<file path="src/rtl/if_queue.sv">
// if_queue: instruction fetch queue between the memory controller and decode.
// It issues word-aligned fetches, captures each returned word on mem_ok and
// reorders its bytes into instruction order. The (pc, inst) pair is buffered
// in a DEPTH-entry FIFO that decode drains over a valid/ready handshake.
// A redirect flushes the queue and discards any in-flight fetch.
//
// Ports:
//   clk, rst          clock; synchronous active-high reset
//   mem_req/mem_addr  outstanding fetch request and its byte address
//   mem_ok/mem_word   one-cycle completion pulse and the assembled word
//   redirect/_pc      flush and restart fetching at redirect_pc (word aligned)
//   inst_valid/ready  decode handshake on the queue head
//   inst_o/pc_o       head instruction and PC (zero when the queue is empty)
module if_queue #(
   parameter int unsigned DEPTH    = 4,
   parameter logic [31:0] RESET_PC = 32'h0,
   parameter bit          SWAP     = 1'b1
) (
   input  logic        clk,
   input  logic        rst,
   output logic        mem_req,
   output logic [31:0] mem_addr,
   input  logic        mem_ok,
   input  logic [31:0] mem_word,
   input  logic        redirect,
   input  logic [31:0] redirect_pc,
   output logic        inst_valid,
   input  logic        inst_ready,
   output logic [31:0] inst_o,
   output logic [31:0] pc_o
);

   localparam int unsigned PTR_W = $clog2(DEPTH);
   localparam int unsigned CNT_W = $clog2(DEPTH + 1);

   localparam logic [1:0] ST_IDLE    = 2'd0;
   localparam logic [1:0] ST_REQ     = 2'd1;
   localparam logic [1:0] ST_DISCARD = 2'd2;

   logic [1:0]       state;
   logic [1:0]       state_nxt;
   logic [31:0]      fpc;
   logic [31:0]      fpc_nxt;
   logic             req_nxt;
   logic [31:0]      addr_nxt;
   logic             push;
   logic             pop;
   logic [PTR_W-1:0] rd_ptr;
   logic [PTR_W-1:0] wr_ptr;
   logic [CNT_W-1:0] count;

   logic [31:0] pc_mem   [DEPTH];
   logic [31:0] inst_mem [DEPTH];

   // Memory words arrive first-byte-in-MSB; instructions are little-endian.
   function automatic logic [31:0] order_bytes(input logic [31:0] w);
      logic [31:0] r;
      r = SWAP ? {w[7:0], w[15:8], w[23:16], w[31:24]} : w;
      return r;
   endfunction

   // Head decode from registered queue state only.
   assign inst_valid = (count != '0);
   assign inst_o     = inst_valid ? inst_mem[rd_ptr] : 32'h0;
   assign pc_o       = inst_valid ? pc_mem[rd_ptr]   : 32'h0;

   // Next-state, request and queue-control decode.
   always_comb begin
      state_nxt = state;
      req_nxt   = mem_req;
      addr_nxt  = mem_addr;
      fpc_nxt   = fpc;
      push      = 1'b0;
      pop       = inst_valid & inst_ready & ~redirect;

      case (state)
         ST_IDLE: begin
            // Issue only if a slot remains for the word after this cycle's pop.
            if (!redirect && ((count - CNT_W'(pop)) < CNT_W'(DEPTH))) begin
               state_nxt = ST_REQ;
               req_nxt   = 1'b1;
               addr_nxt  = fpc;
            end
         end
         ST_REQ: begin
            if (mem_ok) begin
               state_nxt = ST_IDLE;
               req_nxt   = 1'b0;
               if (!redirect) begin
                  push    = 1'b1;
                  fpc_nxt = fpc + 32'd4;
               end
            end else if (redirect) begin
               // Keep the request up so the controller can finish the bus cycle.
               state_nxt = ST_DISCARD;
            end
         end
         ST_DISCARD: begin
            // The cancelled word is consumed exactly once, even under redirect.
            if (mem_ok) begin
               state_nxt = ST_IDLE;
               req_nxt   = 1'b0;
            end
         end
         default: begin
            state_nxt = ST_IDLE;
            req_nxt   = 1'b0;
         end
      endcase

      if (redirect) fpc_nxt = {redirect_pc[31:2], 2'b00};
   end

   // State, request and queue bookkeeping registers.
   always_ff @(posedge clk) begin
      if (rst) begin
         state    <= ST_IDLE;
         mem_req  <= 1'b0;
         mem_addr <= RESET_PC;
         fpc      <= RESET_PC;
         rd_ptr   <= '0;
         wr_ptr   <= '0;
         count    <= '0;
      end else begin
         state    <= state_nxt;
         mem_req  <= req_nxt;
         mem_addr <= addr_nxt;
         fpc      <= fpc_nxt;
         if (redirect) begin
            rd_ptr <= '0;
            wr_ptr <= '0;
            count  <= '0;
         end else begin
            if (push) wr_ptr <= wr_ptr + PTR_W'(1);
            if (pop)  rd_ptr <= rd_ptr + PTR_W'(1);
            count <= count + CNT_W'(push) - CNT_W'(pop);
         end
      end
   end

   // Queue storage; contents are qualified by count, so no reset is needed.
   always_ff @(posedge clk) begin
      if (push && !rst) begin
         pc_mem[wr_ptr]   <= fpc;
         inst_mem[wr_ptr] <= order_bytes(mem_word);
      end
   end

endmodule

</file>
<file path="config.mk">
export PLATFORM = sky130hd
export DESIGN_NAME = if_queue
export DESIGN_NICKNAME = d
export VERILOG_FILES = /design/src/rtl/if_queue.sv
export SDC_FILE = /design/constraint.sdc
export NUM_CORES = 1
export LEC_CHECK = 0
export ABC_AREA = 0
export CORE_MARGIN = 2
export CORE_UTILIZATION = 40
export CTS_CLUSTER_DIAMETER = 40
export DETAILED_ROUTE_END_ITERATION = 7
export PLACE_DENSITY = 0.6
export SLEW_MARGIN = 20
export SYNTH_ARGS = -nofsm -noshare
export SYNTH_HDL_FRONTEND = slang
export SYNTH_SLANG_ARGS = --single-unit
</file>
<file path="constraint.sdc">
create_clock -name clk -period 5 [get_ports clk]
set_clock_uncertainty 0.2 [all_clocks]
set_input_delay 1.25 -clock clk [delete_from_list [all_inputs] [get_ports clk]]
set_output_delay 1.25 -clock clk [all_outputs]
set_load 0.01 [all_outputs]
</file>
Word-level counts from Yosys, hierarchy flattened
Memories as Yosys holds them, arrays and structs flattened. A register that Yosys moved wholly into a read port is not among the register bits. Cells that the tools add are included.

$add $sub $neg: 6. Magnitude comparators: 1. Equality and inequality tests: 6. Mux-type cells: 22. Bitwise gates (word level): 3. Reduce and logical (&&, ||, !) cells: 15.

Operators by type and width (number): $mux 32 (5); $add 32x3->32 const B (1); $mux 2 (8); $reduce_and 2->1 (4); $mux 1 (7); $pmux 2 s3 (1); $sub 3x1->3 (2); $add 2x1->2 const B (2); $ne 2x2->1 const B (2); $reduce_bool 2->1 (2); $reduce_or 2->1 (2); $add 3x1->3 (1); $lt 3x3->1 const B (1); $ne 3x3->1 const B (1); $reduce_and 3->1 (1); $reduce_bool 3->1 (1); $and 1x1->1 (2); $eq 2x1->1 const B (1); $eq 2x2->1 const B (1); $logic_and 1x1->1 (2); $logic_not 1->1 (2); $logic_not 2->1 (1); $ne 2x1->1 const B (1); $pmux 1 s2 (1); $not 1->1 (1).

Bits in registers: 74. Memory bits (writable): 256. Input port bits: 69. Output and inout bits: 98. Logic and storage cells: 63. Memories: 2.

Memory list: inst_mem (words 4, width 32, read ports 1, clocked after memory_dff 1, write ports 1, line 53) `logic [31:0] inst_mem [DEPTH];`; pc_mem (words 4, width 32, read ports 1, clocked after memory_dff 1, write ports 1, line 52) `logic [31:0] pc_mem [DEPTH];`.

Depth between registers and ports, before layout
Depth in word-level cells: 8. Gate-level depth with buffers: 11.

Worst setup path before layout
OpenSTA, ideal clock, no wires.

Kind: input-to-reg. Start: input port rst. End: memory inst_mem[1][0], enable pin. Setup time: 0.426 ns. Data arrival time: 3.809 ns. Path slack: 0.565 ns. Cell stages on the path: 6. Cells stage by stage: clkbuf_1 -> or2_1 -> clkbuf_1 -> nor2_1 -> clkbuf_1 -> and2_1.

Cells in the longest elaborated chain, start to end: 4.

Ends and longest elaborated chain: start, declared (line 20) `input logic rst,`; $logic_not 1->1 (line 143) `if (push && !rst) begin`; $logic_and 1x1->1 (line 143); $mux 1 (line 143); $mux 1 (implied by the code) (line 145) `inst_mem[wr_ptr] <= order_bytes(mem_word);`; end, declared (line 53).

No other way between the ends.

==> flow_metrics.tcl <==
set metrics [dict create \
    rr_worst_depth 9 \
    synthTopCellsByCount "edfxtp_1, nand2_1, dfxtp_1" \
    htreeDepth 2 \
    synthCells 849 \
    grt_max_degree 63 \
    first_pass_iters 5 \
    cts.repair.resized 0 \
    r2r_start "count[1]" \
    synth-main-ff-cell "edfxtp_1" \
    grt-ovfl-total 0 \
    final.setup.tns_ps 0 \
    grt_pass1_vias 7777 \
    place_hpwl_mm 18.1 \
    finalCritPeriodShare_pct 86.1 \
    power_density_mw_per_mm2 386 \
    num_antenna_cells 0 \
    root_buffer "clkbuf_16" \
    syn_to_final_growth_pct 27.9 \
    synth.cell_area_mm2 0.0129 \
    ys_async_sr_fraction_pct 0 \
    drc 0 \
    cpMaxStageDelayCell "dfxtp_4" \
    insertion_delay_ps 530 \
    synth-edff-count 248 \
    drive_above_1_share_pct 16.4 \
    yosys-top-cells-area "edfxtp_1, dfxtp_1, mux4_2, and2_1, nand2_1" \
    hold_violations 0 \
    rows 65 \
    instances_no_fill 1458 \
    slew_headroom_pct 39.7 \
    layout_min_cycle_time_ps 4300 \
    worstHoldStart "mem_addr[10]" \
    power_leakage_nw 5.38 \
    peakVddDrop_uv 197 \
    core-area_mm2 0.0317 \
    hold_depth 2 \
    finalSetupViolCount 0 \
    worstPathArrival_ps 2850 \
    cts_tree "built" \
    die_w_um 184 \
    finalWirelength_mm 29.2 \
    numClockSinks 320 \
    clock.fmax_mhz 232 \
    r2r_setup_slack_ps 1550 \
    drv_cap 0 \
    hold_buffers 0 \
    ys_warn_count 0 \
    r2r_end "mem_addr[12]" \
    netlist.area_leader.share_pct 57.6 \
    antenna_found_initial 0 \
    ant_nets 0 \
    dp_cells 1378 \
    routedWlPerCell_um 20.1 \
    power_mw 6.39 \
    synth.most_common_cell "edfxtp_1" \
    die_area_mm2 0.0338 \
    slowest_delay_ps 600 \
    cts_buffer_depth 3 \
    crit_chain "buf_4, mux4_2, and2_1, clkdlybuf4s50_1" \
    crit_buf_inv 2 \
    hold_path_class "flop to flop" \
    cts_setup_buffers 0 \
    rsz0062_at_grt "no" \
    die_h_um 184 \
    synth-seq-cells 320 \
    ys_seq_area_share_pct 68.7 \
    initial_utilization_pct 40.8 \
    cts_buffers 44 \
    endpoint_kind "primary output" \
    slew_viol_final 0 \
    vias_per_cell 5.36 \
    synth.distinct_cells 47 \
    path_depth 4 \
    grt_use_total_pct 17.4 \
    vias 7814 \
    clk_pin_slew_worst_paths_ps 50 \
    worstMarginPinSlew_ps 904 \
    gp_congestion 0.795 \
    start_kind "flop" \
    min_to "mem_addr[10]" \
    crit_required_ps 3550 \
    cp_max_fo 22 \
    io_pins 167 \
    yosys.area.top_type "edfxtp_1" \
    syn_area_per_cell_um2 15.2 \
    grt_pass1_wl_mm 45.1 \
    portBuffers 160 \
    status "finished, final reports clean" \
    finish.net_count 1102 \
    critPathKind "flop to primary output" \
    drtIter0Drc 538 \
    cpLargestDelayFamily "buffers and inverters" \
]
==> logic make-up after synthesis <==
| kind of cell | count (synthesis) | synth area share (%) |
|---|---|---|
| other cells | 1 | 0.0290 |
| compound gates | 94 | 4.61 |
| mux | 62 | 10.8 |
| simple gates | 270 | 11.1 |
| xor+xnor | 18 | 1.22 |
| buf+inv | 73 | 2.38 |
| flops | 320 | 68.7 |
| fa+ha+maj | 11 | 1.12 |
==> final cells by class <==
| type | count | area, um2 |
|---|---|---|
| tap | 402 | 503 |
| timing repair buffer | 184 | 1830 |
| multi-input combinational | 459 | 3760 |
| sequential | 320 | 8900 |
| fill | 2636 | 15200 |
| inverter | 13 | 48.8 |
| clock buffer | 51 | 1200 |
| clock inverter | 29 | 312 |
==> metrics by stage <==
stage	hold slack, ps	instance area [um2]	util, %	setup WS [ps]
floorplan	258	12900	-	565
global placement	243	15000	47.4	1000
detailed placement	249	15000	47.4	986
CTS	258	16500	52.2	607
global route	276	16500	52.2	484
finish	255	16500	52.2	696
==> worst min-delay path: cells and delay by family, from the launching register on <==
| family | cells | cell delay, ps |
|---|---|---|
| DFF | 1 | 310 |
| AOI/OAI and AO/OA | 1 | 50 |
| and+or+nand+nor | 1 | 50 |
==> metal layers <==
metal / global-route usage (%) / up-vias / share of wire (%) / routed length, um
met5: 0 / - / 0 / 0
met4: 4.74 / 0 / 2.2 / 629
met3: 3.41 / 51 / 6.6 / 1930
met2: 28.5 / 275 / 48 / 13900
met1: 23.8 / 3894 / 44 / 12800
li1: - / 3594 / - / -
==> flip-flops by register name, summed over array words and instances (netlist names), named ones only <==
signal    flops
count         3
fpc          30
inst_mem    128
mem_addr     30
mem_req       1
pc_mem      120
rd_ptr        2
state         2
wr_ptr        2
==> where the power goes <==
part           internal [mW]  switching [mW]  leakage (nW)
Combinational          0.134           0.136          1.81
Clock                   1.96            1.20         0.734
Sequential              2.90          0.0562          2.84
==> layout by cell type (no fill, tap or decap), types with 3 or more instances in the layout <==
cell type / count
a211oi_1: 11
a21oi_1: 47
a311oi_1: 7
and2_1: 66
and2_4: 4
and3_1: 12
buf_12: 4
buf_4: 20
bufinv_16: 4
clkbuf_16: 46
clkbuf_8: 3
clkdlybuf4s50_1: 159
clkinv_1: 4
clkinvlp_4: 4
conb_1: 4
dfxtp_1: 70
edfxtp_1: 248
ha_1: 10
inv_1: 13
inv_6: 10
inv_8: 3
mux4_2: 62
nand2_1: 83
nand2b_1: 4
nand3_1: 19
nand4_1: 10
nor2_1: 29
nor3_1: 7
nor4_1: 5
nor4b_1: 4
o211ai_1: 12
o21ai_0: 4
o311a_1: 3
o31ai_1: 4
or3_1: 4
or4_1: 10
xnor2_1: 14
xor2_1: 4
==> how the worst max path moves through the flow <==
stage,endpoint,slack (ps)
3_5_place_dp,pc_mem[3][26],990
6_report,inst_o[30],700
2_1_floorplan,inst_mem[1][0],560
3_3_place_gp,mem_addr[12],1000
4_1_cts,inst_o[30],610
5_1_grt,inst_o[11],480
Power figures use the tool's default switching activity.
